`src/rtl/snn_rate_decoder_pkg.sv`:
```
`default_nettype none
// ============================================================================
// snn_rate_decoder_pkg : shared defaults, FSM encoding and helpers
// Revision 1.0
// ============================================================================
package snn_rate_decoder_pkg;

  localparam int c_default_neurons    = 8;
  localparam int c_default_count_bits = 8;

  typedef enum logic [1:0] {
    ST_ACCUM = 2'd0,
    ST_SCAN  = 2'd1,
    ST_DONE  = 2'd2
  } state_t;

  // A window length of 0 encodes 256 steps.
  function automatic logic [8:0] f_window_len(input logic [7:0] len);
    return (len == 8'd0) ? 9'd256 : {1'b0, len};
  endfunction

endpackage
`default_nettype wire

```
`src/rtl/snn_rate_decoder_spike_counter.sv`:
```
`default_nettype none
// ============================================================================
// spike_counter : per-neuron saturating spike counter
// Revision 1.0
// ============================================================================
module spike_counter
  import snn_rate_decoder_pkg::*;
#(
  parameter int COUNT_BITS = c_default_count_bits
) (
  input  logic                  clk,
  input  logic                  rst_n,
  input  logic                  i_clr,
  input  logic                  i_inc,
  output logic [COUNT_BITS-1:0] o_count
);

  logic [COUNT_BITS-1:0] r_count;

  always_ff @(posedge clk) begin
    if (!rst_n || i_clr) begin
      r_count <= '0;
    end else if (i_inc && (r_count != '1)) begin
      r_count <= r_count + COUNT_BITS'(1);
    end
  end

  assign o_count = r_count;

endmodule
`default_nettype wire

```
`src/rtl/snn_rate_decoder.sv`:
```
`default_nettype none
// ============================================================================
// snn_rate_decoder : counts output-layer spikes over a window, reports argmax
// Revision 1.0
// ============================================================================
module snn_rate_decoder
  import snn_rate_decoder_pkg::*;
#(
  parameter int NEURONS    = c_default_neurons,
  parameter int COUNT_BITS = c_default_count_bits,
  localparam int IDX_W     = (NEURONS > 1) ? $clog2(NEURONS) : 1
) (
  input  logic                  clk,
  input  logic                  rst_n,
  input  logic [NEURONS-1:0]    spikes,
  input  logic                  spike_valid,
  input  logic [7:0]            window_len,
  input  logic                  clear,
  output logic                  result_valid,
  input  logic                  result_ready,
  output logic [IDX_W-1:0]      class_idx,
  output logic [COUNT_BITS-1:0] class_count,
  output logic                  busy,
  output logic                  dropped
);

  state_t                r_state;
  state_t                w_state_nxt;
  logic [8:0]            r_step;
  logic [8:0]            r_len;
  logic [IDX_W-1:0]      r_scan_idx;
  logic [IDX_W-1:0]      r_best_idx;
  logic [COUNT_BITS-1:0] r_best_cnt;
  logic                  r_dropped;
  logic [COUNT_BITS-1:0] w_counts [NEURONS];

  logic       w_accept;
  logic [8:0] w_len_now;
  logic [8:0] w_len_eff;
  logic       w_last_step;
  logic       w_scan_last;
  logic       w_handshake;
  logic       w_cnt_clr;

  assign w_accept    = (r_state == ST_ACCUM) && spike_valid && !clear;
  assign w_len_now   = f_window_len(window_len);
  // The first step of a window uses the live length; later steps the latched one.
  assign w_len_eff   = (r_step == 9'd0) ? w_len_now : r_len;
  assign w_last_step = w_accept && ((r_step + 9'd1) == w_len_eff);
  assign w_scan_last = (r_state == ST_SCAN) && (r_scan_idx == IDX_W'(NEURONS - 1));
  assign w_handshake = (r_state == ST_DONE) && result_ready;
  assign w_cnt_clr   = clear || w_handshake;

  generate
    for (genvar gi = 0; gi < NEURONS; gi++) begin : g_counter
      spike_counter #(
        .COUNT_BITS (COUNT_BITS)
      ) u_cnt (
        .clk     (clk),
        .rst_n   (rst_n),
        .i_clr   (w_cnt_clr),
        .i_inc   (w_accept && spikes[gi]),
        .o_count (w_counts[gi])
      );
    end
  endgenerate

  always_ff @(posedge clk) begin
    if (!rst_n) begin
      r_state <= ST_ACCUM;
    end else begin
      r_state <= w_state_nxt;
    end
  end

  always_comb begin
    w_state_nxt = r_state;
    if (clear) begin
      w_state_nxt = ST_ACCUM;
    end else begin
      case (r_state)
        ST_ACCUM: if (w_last_step) w_state_nxt = ST_SCAN;
        ST_SCAN:  if (w_scan_last) w_state_nxt = ST_DONE;
        ST_DONE:  if (w_handshake) w_state_nxt = ST_ACCUM;
        default:  w_state_nxt = ST_ACCUM;
      endcase
    end
  end

  always_ff @(posedge clk) begin
    if (!rst_n) begin
      r_step     <= '0;
      r_len      <= '0;
      r_scan_idx <= '0;
      r_best_idx <= '0;
      r_best_cnt <= '0;
      r_dropped  <= 1'b0;
    end else begin
      if (w_cnt_clr) begin
        r_step <= '0;
        r_len  <= '0;
      end else if (w_accept) begin
        r_step <= r_step + 9'd1;
        if (r_step == 9'd0) r_len <= w_len_now;
      end

      // Strictly-greater replacement keeps the lowest index on ties.
      if (r_state == ST_SCAN) begin
        r_scan_idx <= r_scan_idx + IDX_W'(1);
        if (w_counts[r_scan_idx] > r_best_cnt) begin
          r_best_idx <= r_scan_idx;
          r_best_cnt <= w_counts[r_scan_idx];
        end
      end else begin
        r_scan_idx <= '0;
        if (r_state == ST_ACCUM) begin
          r_best_idx <= '0;
          r_best_cnt <= '0;
        end
      end

      if (clear) begin
        r_dropped <= 1'b0;
      end else if (spike_valid && (r_state != ST_ACCUM)) begin
        r_dropped <= 1'b1;
      end
    end
  end

  assign result_valid = (r_state == ST_DONE);
  assign busy         = (r_state != ST_ACCUM);
  assign class_idx    = result_valid ? r_best_idx : '0;
  assign class_count  = result_valid ? r_best_cnt : '0;
  assign dropped      = r_dropped;

endmodule
`default_nettype wire

```
`config.mk`:
```
export PLATFORM = sky130hd
export DESIGN_NAME = snn_rate_decoder
export DESIGN_NICKNAME = d
export VERILOG_FILES = /design/src/rtl/snn_rate_decoder_pkg.sv /design/src/rtl/snn_rate_decoder_spike_counter.sv /design/src/rtl/snn_rate_decoder.sv
export SDC_FILE = /design/constraint.sdc
export NUM_CORES = 1
export LEC_CHECK = 0
export CAP_MARGIN = 20
export CORE_MARGIN = 2
export CORE_UTILIZATION = 48
export DETAILED_ROUTE_END_ITERATION = 10
export GPL_TIMING_DRIVEN = 0
export HOLD_SLACK_MARGIN = 0.1
export PLACE_DENSITY = 0.75
export SYNTH_ARGS = -nofsm -noshare
export SYNTH_HDL_FRONTEND = slang
export SYNTH_HIERARCHICAL = 1
export SYNTH_SLANG_ARGS = --single-unit
```
`constraint.sdc`:
```
create_clock -name clk -period 3.5 [get_ports clk]
set_input_delay 0.35 -clock clk [delete_from_list [all_inputs] [get_ports clk]]
set_output_delay 0.35 -clock clk [all_outputs]
set_load 0.005 [all_outputs]
```
[After elaboration in Yosys (flattened, before gate mapping)]
Cells that the tools add are included.
Operators by class
  equality and inequality tests: 16
  reduce and logical (&&, ||, !) cells: 36
  $add $sub $neg: 10
  bitwise gates (word level): 2
  order comparisons: 2
  multipliers: 0
  div/mod/pow operators: 0
  shift-type cells: 0
  muxes and demuxes: 17
Operator list (number)
  adder 8 x 1 -> 8 bit, second input constant: 8
  inequality test 8 bit, second input constant: 8
  two-way mux 8 bit: 6
  binary-select mux 8 bit (select 3 bit): 1
  logical AND 1 bit: 22
  two-way mux 9 bit: 2
  two-way mux 3 bit: 4
  adder 9 x 1 -> 9 bit, second input constant: 1
  equality test 9 bit: 1
  zero test 9 bit: 1
  greater-than comparator 8 bit: 1
  zero test 8 bit: 1
  two-way mux 2 bit: 3
  one-hot mux 2 bit (3 select lines): 1
  greater-or-equal comparator 4 bit, second input constant: 1
  inequality test 2 x 1 -> 1 bit, second input constant: 2
  inequality test 2 bit, second input constant: 2
  inverter 3 -> 4 bit: 1
  AND reduction 2 bit: 2
  nonzero test 2 bit: 2
  OR reduction 2 bit: 2
  adder 3 x 1 -> 3 bit, second input constant: 1
  equality test 3 bit, second input constant: 1
  AND reduction 3 bit: 1
  other kinds (6): 8
Storage, ports and cells
  input port bits: 21
  word-level logic and storage cells: 98
  bits in registers: 99
  output and inout port bits: 14
  bits in latches: 0
  memories kept: 0
  memory bits (read-only): 0
  memory bits (writable): 0

[Depth between registers and ports, before layout]
  depth in word-level cells: 7
  depth in mapped cells: 12
  gate-level depth less buffers: 9

[Modules after synthesis]
Netlist, hierarchy kept.
By module, submodules not included
  spike_counter: instances 8, area an instance 421.7 µm², cells each 46, sequential area each 160.2 µm²
  snn_rate_decoder: instances 1, area an instance 2691.3 µm², cells each 297, sequential area each 700.7 µm²

[Least setup slack after synthesis]
Ideal clock, no wire load.
  path kind: reg2reg
  start: reg r_scan_idx[0]
  end: reg r_best_cnt[2]
  cell stages (with the launch flop): 13
  setup time: 79 ps
  data arrival time: 3330 ps
  required time: 3421 ps
  path buffers: 3
  path slack: 91 ps
  path through: dfxtp_1 > buf_2 > buf_2 > mux4_2 > mux2_2 > ha_1 > a21o_1 > a221o_1 > a221oi_1 > a31o_2 > clkbuf_1 > nand4_1 > o211ai_1
Between the ends
  longest elaborated chain between the ends: 7
  elaborated cells between the ends (all ways): 9
  those cells by class: order compare (1); eq/ne (1); mux (5); bitwise (1); reduce/logical (1)
Ends and longest elaborated chain
  start, declared: RTL line snn_rate_decoder.sv:31  | logic [IDX_W-1:0] r_scan_idx;
  start signal, assigned: RTL line snn_rate_decoder.sv:109  | r_scan_idx <= r_scan_idx + IDX_W'(1);
  inverter 3 -> 4 bit (implied by the code) (*): RTL line snn_rate_decoder.sv:110, snn_rate_decoder.sv:112
  binary-select mux 8 bit (select 3 bit) (*): RTL line snn_rate_decoder.sv:110, snn_rate_decoder.sv:112
  two-way mux 8 bit (implied by the code) (*) (2 in series): RTL line snn_rate_decoder.sv:110, snn_rate_decoder.sv:112
  greater-than comparator 8 bit: RTL line snn_rate_decoder.sv:110  | if (w_counts[r_scan_idx] > r_best_cnt) begin
  inequality test 2 x 1 -> 1 bit (no source line)
  AND reduction 2 bit (no source line)
  end signal, assigned: RTL line snn_rate_decoder.sv:112  | r_best_cnt <= w_counts[r_scan_idx];
  end, declared: RTL line snn_rate_decoder.sv:33  | logic [COUNT_BITS-1:0] r_best_cnt;
Every way passes the cells marked *; elsewhere a longest branch is shown, timed or not. The select of a mux whose other input is x is not followed.
A chain may end at the register's enable or synchronous reset.

[Worst setup path after layout]
  start: reg r_scan_idx[1]
  end: reg r_best_cnt[3]
The elaborated chain is that of the path after synthesis.

==> summary.log <==
INFO  run_status     status=completed
INFO  synth          synthesis.yosys.warnings=6
INFO  drt            detail_route_antenna_nets=0
INFO  grt            grt_use_met2=35.3%
INFO  clocking       tritoncts=built
INFO  synth          postSynthNetCount=706
INFO  run            drv_cap=0
INFO  grt            busiest_layer=met2
INFO  die            floorplan.core_area=0.0125mm2
INFO  synth          combinational_family_with_the_most_area_after_synthesis=simple AND/OR/NAND/NOR gates
INFO  pwr            power_per_cell_area=326mW/mm2
INFO  placed_design  gp_congestion=0.814
INFO  clocking       cts_hold_repair.buffers=0
INFO  die            initial_core_util=48.7%
INFO  pwr            cellLeakagePower=0.00243uW
INFO  synth          synth-xor-area-share=2.31%
INFO  drt            drt_drc_violations_left=0
INFO  sta            final_max_slew_viol_count=0
INFO  sta            crit_path_time_final=3320ps
INFO  grt            grt_overflow_total=0
INFO  placed_design  hpwl=10.3mm
INFO  clocking       clk_root_buffer_cell=clkbuf_16
INFO  drt            detailedRoute.firstIterationViolations=534
INFO  die            floorplan.rows=41
INFO  sta            fin_skew=8.26ps
INFO  cells_and_area syn2layout_area_growth=14.0%
INFO  synth          asyncSetResetFlopFracSynth=0%
INFO  pwr            peakVddDrop=0.232mV
INFO  drt            route.final.wire_length=14.2mm
INFO  clocking       clock-sinks=99
INFO  die            die_area=0.0136mm2
INFO  worst_hold_path min-delay-path-class=reg2reg
INFO  placed_design  place.port_buffers=34
INFO  synth          netlist_instances=665
INFO  synth          yosys_register_bits=99
INFO  cells_and_area final_cell_mix=dfxtp_1 (99), nand2_1 (60), a21oi_1 (48)
INFO  die            die_x=116um
INFO  grt            grt_pass1_vias=4,775
INFO  grt            maximum_number_of_pins_on_one_net_before_global_route_repair=19
INFO  setup_path     end_kind=flip-flop
INFO  setup_path     timing.critical_path.cells=clkbuf_2 > clkbuf_4 > mux4_2 > mux2_2 > ha_1 > and3_1 > a221o_1 > a221oi_1 > a31o_2 > clkbuf_4 > nand4_1 > o211ai_1
INFO  sta            maxClockFrequency=301MHz
INFO  synth          synth_fa_ha_area_share=4.13%
INFO  cells_and_area mostFrequentLayoutCell=dfxtp_1
INFO  clocking       cts_setup_buffers=0
INFO  setup_path     crit_slowest_cell=dfxtp_1
INFO  synth          dominantRegCellSynth=dfxtp_1
INFO  synth          area_fraction_in_and_or_nand_and_nor_cells_after_synthesis=28.7%
INFO  die            vert_die_dim=116um
INFO  setup_path     rrSetupSlack=180ps
INFO  grt            globalRouteMet3Util=3.22%
INFO  setup_path     path_common_cell=clkbuf_4
INFO  grt            grt_pass1_wl=23.0mm
INFO  cells_and_area postLayoutCoreUtil=55.5%
INFO  setup_path     path_class=reg2reg
INFO  grt            initial_antenna_violation_count=0
INFO  synth          post_synthesis_cell_area=0.00606mm2
INFO  sta            setup_viol_count_final=0
INFO  die            ios=35
INFO  grt            groute.layer.met1.usage=28.9%
INFO  setup_path     critical_path.max_fanout=10
INFO  synth          unique_cell_type_count_in_the_yosys_netlist=56
INFO  drt            num_vias=5,309
INFO  synth          synth.area.mux_share=13.5%
INFO  sta            setup_repair_after_global_routing_missed_its_margin=false
INFO  grt            grt_use_total=21.2%
INFO  clocking       cts.reportedPaths.clkPinSlew=70ps
INFO  cells_and_area finalNetCount=750
INFO  synth          count_of_flip_flops_with_a_built_in_enable_after_synthesis=0
INFO  clocking       tritoncts.num_buffers=9
INFO  clocking       clkLatencyLatePin=340ps
INFO  sta            relative_slew_slack=42.2%
INFO  setup_path     cp.required=3770ps
INFO  clocking       cts-htree-levels=3
INFO  drt            dr.pass1.iters=5
INFO  setup_path     critPathLaunchType=flip-flop
INFO  sta            count_of_endpoints_failing_hold_in_the_final_timing_report=0
INFO  cells_and_area final_layout_size_suffix_gt1_share=11.9%
INFO  synth          synth-seq-area-share=32.7%
INFO  placed_design  placement.cell_area=0.00662mm2
INFO  clocking       clk_path_buf_depth=2
INFO  cells_and_area postLayoutCellArea=0.00691mm2
INFO  sta            layout_worst_path_cycle_share=94.9%
INFO  drt            vias_per_instance=6.01
INFO  cells_and_area count_of_antenna_diodes_in_the_layout=0
INFO  sta            worst_pin_slew=865ps
INFO  synth          synth_compound_gate_area_share=16.4%
INFO  synth          syn-mean-instance-area=9.12um2
INFO  setup_path     cpPeakStageDelay=340ps
INFO  drt            post_drt_wl_per_cell=16.1um
INFO  setup_path     critical_path_arrival=3590ps
[sequential cells by signal, indices dropped and copies added (netlist names)]
| name | count |
|---|---|
| dropped | 1 |
| g_counter.u_cnt/o_count | 64 |
| r_best_cnt | 8 |
| r_best_idx | 3 |
| r_len | 9 |
| r_scan_idx | 3 |
| r_state | 2 |
| r_step | 9 |
[what timing repair did]
action,4_1_cts,5_1_grt
pin swaps,0,0
gates resized for setup,7,5
setup endpoints to repair,11,10
[stage by stage]
stage / total power, uW / setup WS, ps / hold WS (ps) / std cells / setup TNS, ps
2_1_floorplan: 1240 / 91.0 / 449 / 665 / 0
3_3_place_gp: 1290 / -264 / 454 / 871 / -2550
3_5_place_dp: 1290 / -348 / 467 / 871 / -3300
4_1_cts: 2260 / 59.8 / 483 / 885 / 0
5_1_grt: 2330 / 47.6 / 515 / 884 / 0
6_report: 2260 / 180 / 477 / 884 / 0
[layout make-up]
type,count,area (um2)
plain buffers,20,105
clock buffers,11,243
clock inverters,3,40.0
fillers,1113,5550
inverters,12,45.0
multi-input cells,533,3940
flip-flops and latches,99,1980
well taps,172,215
repair buffers,34,340
[per-layer routing]
layer | vias up | part of all wire [%]
met5 | - | 0
met4 | 0 | 1.5
met3 | 19 | 4.6
met2 | 151 | 47
li1 | 2606 | -
met1 | 2533 | 47
[cells in the mapped netlist (2+ instances only)]
library cell	count	area (um2)
dfxtp_1	99	1980
nand2_1	60	225
a21oi_1	48	240
mux2i_1	38	380
nand3_1	29	145
nor2_1	29	109
nor2b_1	27	169
nand2b_1	26	163
and4_1	25	219
nand4_1	23	144
and2_1	20	125
ha_1	20	250
o21ai_0	20	100
a31oi_1	16	100
mux4_2	16	360
clkbuf_1	15	56.3
xnor2_1	13	114
and3_1	12	75.1
inv_1	12	45.0
nor3_1	12	60.1
o211ai_1	10	75.1
a211oi_2	8	100
a21boi_2	8	90.1
a311oi_1	8	70.1
a41o_1	8	80.1
and4_4	8	90.1
nor2b_2	8	70.1
mux2_2	7	78.8
a21o_1	3	22.5
buf_2	3	15.0
or3_1	3	18.8
xor2_1	3	26.3
nor4_1	2	12.5
o21a_1	2	15.0
o21ai_1	2	10.0
or2_4	2	17.5
[path summary, 6_finish.rpt]
kind                            cells after the start           from            end
worst max-delay path                               12  r_scan_idx[1]  r_best_cnt[3]
worst min-delay path                                2        dropped        dropped
worst max register to register                     12  r_scan_idx[1]  r_best_cnt[3]
worst min register to register                      2        dropped        dropped
[report_power, final]
group | total [uW] | switching (uW) | internal, uW
Sequential | 1140 | 5.60 | 1130
Combinational | 133 | 73.6 | 59.8
Clock | 987 | 422 | 564
Total | 2260 | 502 | 1750
[cells by family (layout without fill, tap and decap cells)]
family / count (synthesis) / count (layout)
adder cells (fa/ha/maj): 20 / 20
AO/OA/AOI/OAI: 143 / 143
buffers and inverters: 33 / 80
multiplexers: 61 / 61
AND/OR/NAND/NOR: 293 / 293
flip-flops: 99 / 99
XOR/XNOR: 16 / 16
[critical path: cells and delay by family (launching register included)]
family | cells | cell delay [ps]
muxes | 2 | 620
DFF | 1 | 340
and+or+nand+nor | 2 | 320
buffers and inverters | 3 | 720
AOI/OAI and AO/OA | 4 | 940
adders and majority gates | 1 | 300
Power figures use the tool's default switching activity.
